<file path="config.mk">
export PLATFORM = sky130hd
export DESIGN_NAME = digit_sprite_blitter
export DESIGN_NICKNAME = d
export VERILOG_FILES = /design/src/rtl/digit_sprite_blitter.sv
export SDC_FILE = /design/constraint.sdc
export NUM_CORES = 1
export LEC_CHECK = 0
export BUFFER_PORTS_ARGS = -buffer_cell sky130_fd_sc_hd__buf_2
export CAP_MARGIN = 20
export CORE_ASPECT_RATIO = 0.6
export CORE_MARGIN = 3
export CORE_UTILIZATION = 32
export CTS_CLUSTER_DIAMETER = 100
export DETAILED_ROUTE_END_ITERATION = 7
export PLACE_DENSITY = 0.51
export SLEW_MARGIN = 20
export SYNTH_ARGS = -nofsm -noshare
export SYNTH_HDL_FRONTEND = slang
export SYNTH_SLANG_ARGS = --single-unit
</file>
<file path="constraint.sdc">
create_clock -name pixel_clk -period 4.19 [get_ports pixel_clk]
set_input_delay 0.838 -clock pixel_clk [delete_from_list [all_inputs] [get_ports pixel_clk]]
set_output_delay 0.838 -clock pixel_clk [all_outputs]
set_load 0.01 [all_outputs]
</file>
<file path="src/rtl/digit_sprite_blitter.sv">
// digit_sprite_blitter: draws one glyph from a glyph ROM as a sprite at (x, y),
// with optional 2x pixel replication and frame-based blinking.
// Fixed 4-cycle latency from hcount/vcount sample to pixel; one sample per cycle.
//
// Ports:
//   pixel_clk, reset     clock, asynchronous active-high reset
//   x, hcount            sprite left edge, current scan column (11 bit)
//   y, vcount            sprite top edge, current scan row (10 bit)
//   digit                glyph select, latched at frame start
//   scale                0 = 1x, 1 = 2x replication (takes effect immediately)
//   blink_en             enable blinking
//   rom_addr / rom_data  glyph ROM address (registered) / colour index (1 cycle later)
//   pal_addr / pal_data  palette address (registered) / {R,G,B} (1 cycle later)
//   pixel, pixel_on      registered {R,G,B} and opaque flag; 0 when not drawn
module digit_sprite_blitter #(
  parameter int unsigned WIDTH           = 36,
  parameter int unsigned HEIGHT          = 96,
  parameter int unsigned NUM_GLYPHS      = 10,
  parameter int unsigned ADDR_W          = 16,
  parameter int unsigned TRANSPARENT_IDX = 0,
  parameter int unsigned BLINK_FRAMES    = 30
) (
  input  logic              pixel_clk,
  input  logic              reset,
  input  logic [10:0]       x,
  input  logic [10:0]       hcount,
  input  logic [9:0]        y,
  input  logic [9:0]        vcount,
  input  logic [3:0]        digit,
  input  logic              scale,
  input  logic              blink_en,
  output logic [ADDR_W-1:0] rom_addr,
  input  logic [7:0]        rom_data,
  output logic [7:0]        pal_addr,
  input  logic [23:0]       pal_data,
  output logic [23:0]       pixel,
  output logic              pixel_on
);

  localparam int unsigned GLYPH_PIX = WIDTH * HEIGHT;
  localparam int unsigned BLINK_W   = (BLINK_FRAMES > 1) ? $clog2(BLINK_FRAMES) : 1;

  // Frame-latched state
  logic [3:0]         digit_lat;
  logic [BLINK_W-1:0] blink_cnt;
  logic               blink_phase;

  // Pipeline flags
  logic draw_s1;
  logic draw_s2;
  logic opaque_s2;
  logic opaque_s3;

  // Combinational geometry
  logic              frame_start_c;
  logic [11:0]       h_ext_c, x_ext_c, w_span_c, dx_c;
  logic [10:0]       v_ext_c, y_ext_c, h_span_c, dy_c;
  logic              in_box_c;
  logic [10:0]       col_c;
  logic [9:0]        row_c;
  logic              visible_c;
  logic              glyph_ok_c;
  logic [ADDR_W-1:0] addr_c;

  // Box test and glyph address; one extra bit so edges past the screen do not wrap
  always_comb begin
    frame_start_c = (hcount == 11'd0) && (vcount == 10'd0);
    h_ext_c       = {1'b0, hcount};
    x_ext_c       = {1'b0, x};
    w_span_c      = 12'(WIDTH) << scale;
    v_ext_c       = {1'b0, vcount};
    y_ext_c       = {1'b0, y};
    h_span_c      = 11'(HEIGHT) << scale;
    dx_c          = h_ext_c - x_ext_c;
    dy_c          = v_ext_c - y_ext_c;
    in_box_c      = (h_ext_c >= x_ext_c) && (h_ext_c < x_ext_c + w_span_c) &&
                    (v_ext_c >= y_ext_c) && (v_ext_c < y_ext_c + h_span_c);
    col_c         = 11'(dx_c >> scale);
    row_c         = 10'(dy_c >> scale);
    visible_c     = !blink_en || !blink_phase;
    glyph_ok_c    = 32'(digit_lat) < NUM_GLYPHS;
    addr_c        = '0;
    if (in_box_c) begin
      addr_c = ADDR_W'(32'(digit_lat) * GLYPH_PIX + 32'(row_c) * WIDTH + 32'(col_c));
    end
  end

  // Digit latch and blink counter, both advanced only at frame start
  always_ff @(posedge pixel_clk or posedge reset) begin
    if (reset) begin
      digit_lat   <= 4'd0;
      blink_cnt   <= '0;
      blink_phase <= 1'b0;
    end else if (frame_start_c) begin
      digit_lat <= digit;
      if (blink_cnt == BLINK_W'(BLINK_FRAMES - 1)) begin
        blink_cnt   <= '0;
        blink_phase <= ~blink_phase;
      end else begin
        blink_cnt <= blink_cnt + BLINK_W'(1);
      end
    end
  end

  // Three registered stages; flags carry across the ROM/palette read cycles
  always_ff @(posedge pixel_clk or posedge reset) begin
    if (reset) begin
      rom_addr  <= '0;
      draw_s1   <= 1'b0;
      draw_s2   <= 1'b0;
      pal_addr  <= 8'd0;
      opaque_s2 <= 1'b0;
      opaque_s3 <= 1'b0;
      pixel     <= 24'd0;
      pixel_on  <= 1'b0;
    end else begin
      rom_addr  <= addr_c;
      draw_s1   <= in_box_c && glyph_ok_c && visible_c;
      draw_s2   <= draw_s1;
      pal_addr  <= rom_data;
      opaque_s2 <= draw_s2 && (rom_data != 8'(TRANSPARENT_IDX));
      opaque_s3 <= opaque_s2;
      pixel     <= opaque_s3 ? pal_data : 24'd0;
      pixel_on  <= opaque_s3;
    end
  end

endmodule

</file>
==> run summary, run 1 <==
FINAL LAYOUT
---------------------------------------------------------------------------------
Number of antenna diodes                                                        0
Fraction of layout cells with a size suffix above 1                         43.5%
Most common cell after layout, fill and taps aside                          buf_2
# fillers                                                                    1542
Area added between synthesis and finish                                     48.6%
Non-filler cells, final                                                      1068
Highest-count cells in the layout ignoring fill and taps             buf_2, buf_4, ha_1, dfrtp_1, inv_1
Final nets                                                                   1018

WORST SETUP PATH
---------------------------------------------------------------------------------
CP peak stage delay                                                       0.42 ns
Sort of element at the start of the critical path                      input port
Slowest CP cell                                                              fa_2
Peak fanout along the critical path                                             3
Worst Path Arrival                                                        5.35 ns
Combined buffer and inverter count along the critical path                      5
Setup crit end kind                                                     flip-flop
Largest delay share family, worst path                                adder cells
Crit path kind                                                       input port to flip-flop
Req. time, crit path                                                      4.39 ns

FLOORPLANNING
---------------------------------------------------------------------------------
Die outline width                                                          175 µm
Die outline area                                                        18700 µm²
CORE AREA                                                               16400 µm²
Die height                                                                 107 µm
Initial core utilization                                                    33.2%
# IOs                                                                         131
Count of standard-cell rows                                                    36

SYNTH
---------------------------------------------------------------------------------
Register bit total from synthesis                                              63
Share of the yosys chip area belonging to registers                         28.9%
Adder-Cell Fraction of Synth Area                                           24.7%
Largest family of logic cells by synthesized area                     adder cells
Mux share of post-synthesis cell area                                       2.16%
Portion of synthesized cell area occupied by the leading cell type          28.9%
Syn Inst Count                                                                576
Total standard cell area after synthesis                                 5450 µm²
Yosys top cell by area                                                    dfrtp_1
Number of synthesized flops with an enable pin                                  0
Post-synthesis simple-gate area fraction                                    14.0%
Complex-gate fraction of the synthesized area                               16.5%
Synthesized-area fraction occupied by xor and xnor cells                    8.17%
Post-synth ARST share                                                        100%
Most frequently used flop master after synthesis                          dfrtp_1
Net count of the mapped netlist                                               759
Distinct cell type count of the synthesized netlist                            60
Top post-synthesis cells by area                                     dfrtp_1, ha_1, xnor2_1
Avg Cell Area, Syn                                                       9.47 µm²
Number of synthesis warnings                                                    0

ROUTE
---------------------------------------------------------------------------------
Vias per cell                                                                4.55
Initial detailed-routing violation count                                      205
Number of vias in the routed layout                                          4858
Average wire per cell in the routed design                                13.6 µm
Post-route DRC violation count                                                  0
Total Wirelength                                                         14600 µm
Drt pass-1 iters                                                                4
Residual antenna-violating net count after detailed routing                     0

CLOCK TREE
---------------------------------------------------------------------------------
Clock tree from TritonCTS                                                     yes
Reg clk slew, reported paths                                              0.06 ns
Buffer cell driving the clock tree root                                 clkbuf_16
Maximum level of the CTS H-tree                                                 3
CTS buffer count                                                                9
Post-cts hold buffer count                                                      0
Clock Sinks                                                                    63
Clock insertion delay at the later pin of the skew report                 0.32 ns
Clock buffer depth                                                              2

GLOBAL ROUTE
---------------------------------------------------------------------------------
Via count of the first global-routing pass                                   5020
Global-route usage over all layers                                          15.6%
Global-route wire length before repair                                   24100 µm
Total overflow reported by the global router                                    0
Antenna violations before repair                                                0
Pin count of the biggest net entering global routing                           46

PWR
---------------------------------------------------------------------------------
Seq pwr share                                                               14.3%
Part of the power in the clock network                                      15.3%
Total internal power                                                      2880 µW
Switching power as a share of total power                                   37.8%
Static Leak                                                            0.00424 µW
Net switching power                                                       1750 µW
Maximum VDD drop                                                         0.472 mV
Combinational share of power                                                70.4%
Power per cell area                                                    572 nW/µm²

PLACED DESIGN
---------------------------------------------------------------------------------
Post-detailed-placement half-perimeter wirelength                        12100 µm
Number of port buffers                                                        130
GP Congestion                                                               0.841
Cell total after placement                                                   1037

WORST HOLD PATH
---------------------------------------------------------------------------------
Hold Crit Class                                                      flip-flop to flip-flop

STA
---------------------------------------------------------------------------------
Share of the clock period used by the worst path                             123%
Time the final worst path needs with I/O delays and setup                 5.15 ns
Layout Skew                                                            0.00753 ns
RSZ-0062 raised after global routing                                          yes
Final Hold Violating Endpoints                                                  0
Setup TNS                                                                -5.49 ns
Tightest Pin Transition                                                  0.928 ns
Hold WS                                                                  0.344 ns
Total count of max-transition violations in the final report                    0
Highest clock rate                                                        194 MHz
Rel. slew slack                                                             38.0%
Number of setup violations in the final report                                  9
Smallest setup slack after layout                                       -0.956 ns

FLOW RUN
---------------------------------------------------------------------------------
Count of max-cap constraint violations                                          0

STATUS
---------------------------------------------------------------------------------
Result of the run                                                    finished with violations
Violated checks                                                      negative setup slack

-- routing by layer --
| metal | share of wire, % | track usage [%] |
|---|---|---|
| met2 | 43 | 23.6 |
| met5 | 0 | 0 |
| met4 | 0.34 | 1.71 |
| met3 | 3.6 | 2.72 |
| met1 | 53 | 24.0 |
-- synthesized netlist by cell type, drive strengths merged (2+ instances only) --
cell / number
a21oi: 34
a21o: 19
mux2i: 5
nand2b: 7
mux2: 6
clkbuf: 6
nor3: 9
xor2: 17
fa: 11
a211o: 4
inv: 65
or3: 2
o21bai: 8
dfrtp: 63
nor2b: 9
a211oi: 4
nand3: 10
nor2: 36
o21ai: 33
nand2: 25
xnor2: 33
and4: 3
buf: 6
o31a: 2
o21a: 7
o2111ai: 3
ha: 90
nand4: 3
and3: 3
a21boi: 2
a221oi: 2
a31oi: 6
nor4: 7
and2: 24
-- cell type report --
cell class	instances	area [µm²]	share of cell area, %
inverters	65	256	3.17
clock buffers	11	253	3.12
clock inverters	5	40.0	0.494
flip-flops and latches	63	1580	19.5
repair buffers	260	1690	20.8
multi-input cells	436	4000	49.4
well taps	228	285	3.52
-- sequential cells by signal, indices dropped and copies added (netlist names), 4 cells and up --
signal     cells
pixel         24
blink_cnt      5
rom_addr      16
digit_lat      4
pal_addr       8
-- worst register-to-register path, stage by stage (launching register included) --
cell and delay [ns]:
dfrtp_1 0.44, ha_1 0.31, inv_1 0.04, fa_1 0.47, inv_1 0.04, ha_1 0.33, a31oi_1 0.28, o21bai_1 0.12
a21oi_1 0.19, xnor2_1 0.14, ha_1 0.28, ha_4 0.29, o21a_1 0.11, nor2_1 0.04, a21oi_2 0.14, xnor2_2 0.13
xnor2_1 0.14, nor2_1 0.05
-- worst paths after layout --
path / startpoint / end / slack, ns / cells past startpoint
worst max-delay path: vcount[0] / rom_addr[15]$_DFF_PP0_ / -0.96 / 27
worst min-delay path: opaque_s2$_DFF_PP0_ / opaque_s3$_DFF_PP0_ / 0.34 / 0
worst max register to register: digit_lat[1]$_DFFE_PP0P_ / rom_addr[15]$_DFF_PP0_ / 0.53 / 17
worst min register to register: opaque_s2$_DFF_PP0_ / opaque_s3$_DFF_PP0_ / 0.34 / 0
max in group asynchronous: reset / pixel[7]$_DFF_PP0_ / 2.66 / 3
min in group asynchronous: reset / pixel[15]$_DFF_PP0_ / 0.73 / 2
-- cells by family (layout without fill, tap and decap cells) --
logic type | count (synthesis) | after routing
xor gates and xnor gates | 50 | 50
adders and majority gates | 101 | 101
buffers and inverters | 77 | 341
muxes | 11 | 11
DFF | 63 | 63
AOI/OAI and AO/OA | 133 | 133
and+or+nand+nor | 141 | 141
-- power groups by stage --
stage	Sequential, µW	Combinational [µW]	Clock [µW]
2_1_floorplan	693	1590	0
3_3_place_gp	675	2450	0
3_5_place_dp	676	2480	0
4_1_cts	665	3000	728
5_1_grt	669	3570	750
6_report	664	3260	707
-- what timing repair did --
item	4_1_cts	5_1_grt
pin swaps	38	34
gates resized for setup	39	29
setup endpoints to repair	9	9
setup buffers	12	6
-- stage by stage --
stage          area [µm²]  util (%)  worst slack, ns  total power [µW]
4_1_cts              7940      48.3            -1.02              4390
6_report             8100      49.3           -0.956              4630
3_3_place_gp         7370      44.8            -1.34              3130
5_1_grt              8100      49.3            -1.19              4990
3_5_place_dp         7370      44.8            -1.47              3150
2_1_floorplan        5620         -            -1.00              2280
Note: power is estimated with default switching activity, not from simulation.
==> run 2, diff against run 1 <==
ABC_AREA = 1   (was not set)
==> run summary, run 2 <==
WORST SETUP PATH
---------------------------------------------------------------------------------
Cell with the most instances on the worst path                               ha_4
Setup crit end kind                                                     flip-flop   unchanged
Req. time, crit path                                                      4.39 ns   about the same
Peak fanout along the critical path                                             4   was 3
Slowest CP cell                                                              fa_1   was fa_2
Sort of element at the start of the critical path                      input port   unchanged
Crit path kind                                                       input port to flip-flop   unchanged
Worst Path Arrival                                                        4.96 ns   was 5.35 ns
Setup crit start                                                        vcount[0]   unchanged
End of the worst register-to-register path                           rom_addr[15]$_DFF_PP0_   unchanged
CP peak stage delay                                                       0.52 ns   was 0.42 ns
FF-to-FF Start                                                       digit_lat[1]$_DFFE_PP0P_   unchanged
Depth of the most critical reg-to-reg path                                     19   was 17
Worst setup path endpoint                                            rom_addr[15]$_DFF_PP0_   unchanged
R2R Setup Slk                                                             0.62 ns   was 0.53 ns

PLACED DESIGN
---------------------------------------------------------------------------------
GP Congestion                                                               0.948   was 0.841
Setup Slack @ Placement                                                 -0.960 ns   was -1.47 ns
Cell total after placement                                                   1204   was 1037
Number of port buffers                                                        130   unchanged
Post-detailed-placement half-perimeter wirelength                        13900 µm   was 12100 µm

STATUS
---------------------------------------------------------------------------------
Result of the run                                                    finished with violations   unchanged
Violated checks                                                      negative setup slack   unchanged

SYNTH
---------------------------------------------------------------------------------
Largest family of logic cells by synthesized area                     adder cells   unchanged
Distinct cell type count of the synthesized netlist                            48   was 60
Top post-synthesis cells by area                                     dfrtp_1, ha_1, nand2_1   was dfrtp_1, ha_1, xnor2_1
Syn Inst Count                                                                716   was 576
Synthesized-area fraction occupied by xor and xnor cells                    6.67%   was 8.17%
Adder-Cell Fraction of Synth Area                                           23.3%   was 24.7%
Most frequently used flop master after synthesis                          dfrtp_1   unchanged
Post-synthesis simple-gate area fraction                                    22.6%   was 14.0%
Complex-gate fraction of the synthesized area                               10.5%   was 16.5%
Register bit total from synthesis                                              63   unchanged
Number of synthesis warnings                                                    0   unchanged
Portion of synthesized cell area occupied by the leading cell type          27.3%   was 28.9%
Number of synthesized flops with an enable pin                                  0   unchanged
Avg Cell Area, Syn                                                       8.08 µm²   was 9.47 µm²
Share of the yosys chip area belonging to registers                         27.3%   was 28.9%
Most frequently used cell type in the post-synthesis netlist              nand2_1   was ha_1
Mux share of post-synthesis cell area                                      0.519%   was 2.16%
Net count of the mapped netlist                                               899   was 759
Post-synth ARST share                                                        100%   unchanged
Yosys top cell by area                                                    dfrtp_1   unchanged
Total standard cell area after synthesis                                 5780 µm²   was 5450 µm²
Commonest cells in the netlist                                       nand2_1, inv_1, ha_1, dfrtp_1, nor2_1   was ha_1, inv_1, dfrtp_1, a21oi_1, xnor2_1

ROUTE
---------------------------------------------------------------------------------
Met3 routed WL                                                             785 µm   was 523 µm
Uppermost metal layer occupied by signal nets                                met4   unchanged
Met2 layer wire length in the routed design                               6150 µm   was 6240 µm
Average wire per cell in the routed design                                13.3 µm   was 13.6 µm
Vias per cell                                                                4.38   was 4.55
Drt pass-1 iters                                                                5   was 4
Residual antenna-violating net count after detailed routing                     0   unchanged
Met1 Routed Length                                                        9380 µm   was 7740 µm
Post-route DRC violation count                                                  0   unchanged
Initial detailed-routing violation count                                      269   was 205
Total Wirelength                                                         16300 µm   was 14600 µm
Number of vias in the routed layout                                          5393   was 4858

CLOCK TREE
---------------------------------------------------------------------------------
Reg clk slew, reported paths                                              0.06 ns   about the same
Clock Sinks                                                                    63   unchanged
Clock tree from TritonCTS                                                     yes   unchanged
CTS buffer count                                                                9   unchanged
Clock insertion delay at the later pin of the skew report                 0.32 ns   about the same
Buffer cell driving the clock tree root                                 clkbuf_16   unchanged
Maximum level of the CTS H-tree                                                 3   unchanged
Post-cts hold buffer count                                                      0   unchanged
Clock buffer depth                                                              2   unchanged

FLOORPLANNING
---------------------------------------------------------------------------------
Count of standard-cell rows                                                    37   was 36
Initial core utilization                                                    33.2%   about the same
# IOs                                                                         131   unchanged
Die outline area                                                        19800 µm²   was 18700 µm²
Die height                                                                 110 µm   was 107 µm
Die outline width                                                          180 µm   was 175 µm
CORE AREA                                                               17400 µm²   was 16400 µm²

STA
---------------------------------------------------------------------------------
Tightest Pin Transition                                                  0.829 ns   was 0.928 ns
RSZ-0062 raised after global routing                                          yes   unchanged
Final Hold Violating Endpoints                                                  0   unchanged
Total count of max-transition violations in the final report                    0   unchanged
Layout Skew                                                            0.00735 ns   was 0.00753 ns
Time the final worst path needs with I/O delays and setup                 4.75 ns   was 5.15 ns
Rel. slew slack                                                             44.6%   was 38.0%
Highest clock rate                                                        210 MHz   was 194 MHz
Smallest setup slack after layout                                       -0.561 ns   was -0.956 ns
Number of setup violations in the final report                                  9   unchanged
Share of the clock period used by the worst path                             113%   was 123%

PWR
---------------------------------------------------------------------------------
Total internal power                                                      2940 µW   was 2880 µW
Net switching power                                                       2000 µW   was 1750 µW
Part of the power in the clock network                                      16.3%   was 15.3%
Static Leak                                                            0.00486 µW   was 0.00424 µW
Switching power as a share of total power                                   40.5%   was 37.8%
Maximum VDD drop                                                         0.437 mV   was 0.472 mV
Seq pwr share                                                               13.4%   was 14.3%
Power per cell area                                                    564 nW/µm²   was 572 nW/µm²
Combinational share of power                                                70.3%   was 70.4%

FINAL LAYOUT
---------------------------------------------------------------------------------
# fillers                                                                    1722   was 1542
Registers with the most flip-flops                                   pixel: 24 flops, rom_addr: 16 flops, pal_addr: 8 flops   unchanged
Number of antenna diodes                                                        0   unchanged
Non-filler cells, final                                                      1230   was 1068
Area added between synthesis and finish                                     51.2%   was 48.6%
Highest-count cells in the layout ignoring fill and taps             buf_4, buf_2, nand2_1, inv_1, ha_1   was buf_2, buf_4, ha_1, dfrtp_1, inv_1
Fraction of layout cells with a size suffix above 1                         42.0%   was 43.5%
Final nets                                                                   1174   was 1018
Register with the highest flop count                                        pixel   unchanged
Max FFs per register                                                           24   unchanged
Most common cell after layout, fill and taps aside                          buf_4   was buf_2
Utilization after layout                                                    50.2%   was 49.3%

GLOBAL ROUTE
---------------------------------------------------------------------------------
Total overflow reported by the global router                                    0   unchanged
Pin count of the biggest net entering global routing                           52   was 46
Via count of the first global-routing pass                                   5099   was 5020
Global-route usage over all layers                                          16.3%   was 15.6%
Global-route wire length before repair                                   26300 µm   was 24100 µm
Antenna violations before repair                                                0   unchanged

FLOW RUN
---------------------------------------------------------------------------------
Count of max-cap constraint violations                                          0   unchanged

WORST HOLD PATH
---------------------------------------------------------------------------------
Hold Crit Class                                                      flip-flop to flip-flop   unchanged
Hold Path Depth                                                                 0   unchanged

run 2: changes by cell type in the layout (fill, tap and decap cells not counted), moves of 12 or more:
cell,previous run,this run
nor2_1,25,40
nand2_2,0,16
and2_1,24,1
a21o_1,18,6
nand2_1,25,118
inv_1,55,112
xnor2_1,28,12
nor2_4,1,15
nand3_1,8,26
buf_4,120,134
run 2: what timing repair did:
item	CTS	global route
endpoints found under the setup margin	9	9
setup buffers	8	4
gates resized for setup	43	47
pin swaps	41	45
run 2: how the worst min path moves through the flow:
stage,from,endpoint
floorplan,draw_s1$_DFF_PP0_,draw_s2$_DFF_PP0_
global placement,opaque_s2$_DFF_PP0_,opaque_s3$_DFF_PP0_
detailed placement,opaque_s2$_DFF_PP0_,opaque_s3$_DFF_PP0_
CTS,opaque_s2$_DFF_PP0_,opaque_s3$_DFF_PP0_
global route,opaque_s2$_DFF_PP0_,opaque_s3$_DFF_PP0_
finish,opaque_s2$_DFF_PP0_,opaque_s3$_DFF_PP0_
run 2: worst max-delay path: cells and delay by family:
| kind | cells | cell delay, ns |
|---|---|---|
| xor gates and xnor gates | 2 | 0.28 |
| and+or+nand+nor | 10 | 0.91 |
| AOI/OAI and AO/OA | 4 | 0.54 |
| buffers and inverters | 7 | 0.60 |
| adders and majority gates | 6 | 1.76 |
run 2: area by class of cell:
class                           count  area (µm²)  area share (%)
Timing Repair Buffer              272        1760            20.1
Multi-Input combinational cell    517        4280            49.0
Sequential cell                    63        1580            18.0
Inverter                          128         503            5.76
Clock buffer                        9         225            2.58
Tap cell                          234         293            3.35
Clock inverter                      7         103            1.17
run 2: kinds of logic after synthesis:
family,count (synthesis)
DFF,63
xor gates and xnor gates,44
buffers and inverters,136
adders and majority gates,101
and+or+nand+nor,268
AOI/OAI and AO/OA,101
muxes,3
run 2: stage by stage:
stage | power (µW) | setup TNS [ns] | hold WS (ns) | area (µm²)
2_1_floorplan | 2180 | -2.95 | 0.331 | 5990
4_1_cts | 4510 | -2.79 | 0.351 | 8490
5_1_grt | 5260 | -4.90 | 0.365 | 8740
3_3_place_gp | 3190 | -7.36 | 0.336 | 7880
6_report | 4930 | -3.29 | 0.348 | 8740
3_5_place_dp | 3190 | -7.41 | 0.341 | 7880
run 2: power by group through the flow:
stage / logic [µW] / clock network [µW] / registers (µW)
after floorplan: 1490 / 0 / 689
after global placement: 2520 / 0 / 673
after detailed placement: 2520 / 0 / 673
after CTS: 3030 / 822 / 663
after global routing: 3730 / 857 / 668
final: 3470 / 803 / 662
run 2: layer usage:
layer,vias up,track usage [%]
li1,2874,-
met5,-,0
met2,92,21.5
met3,2,4.00
met4,0,0.993
met1,2425,27.0
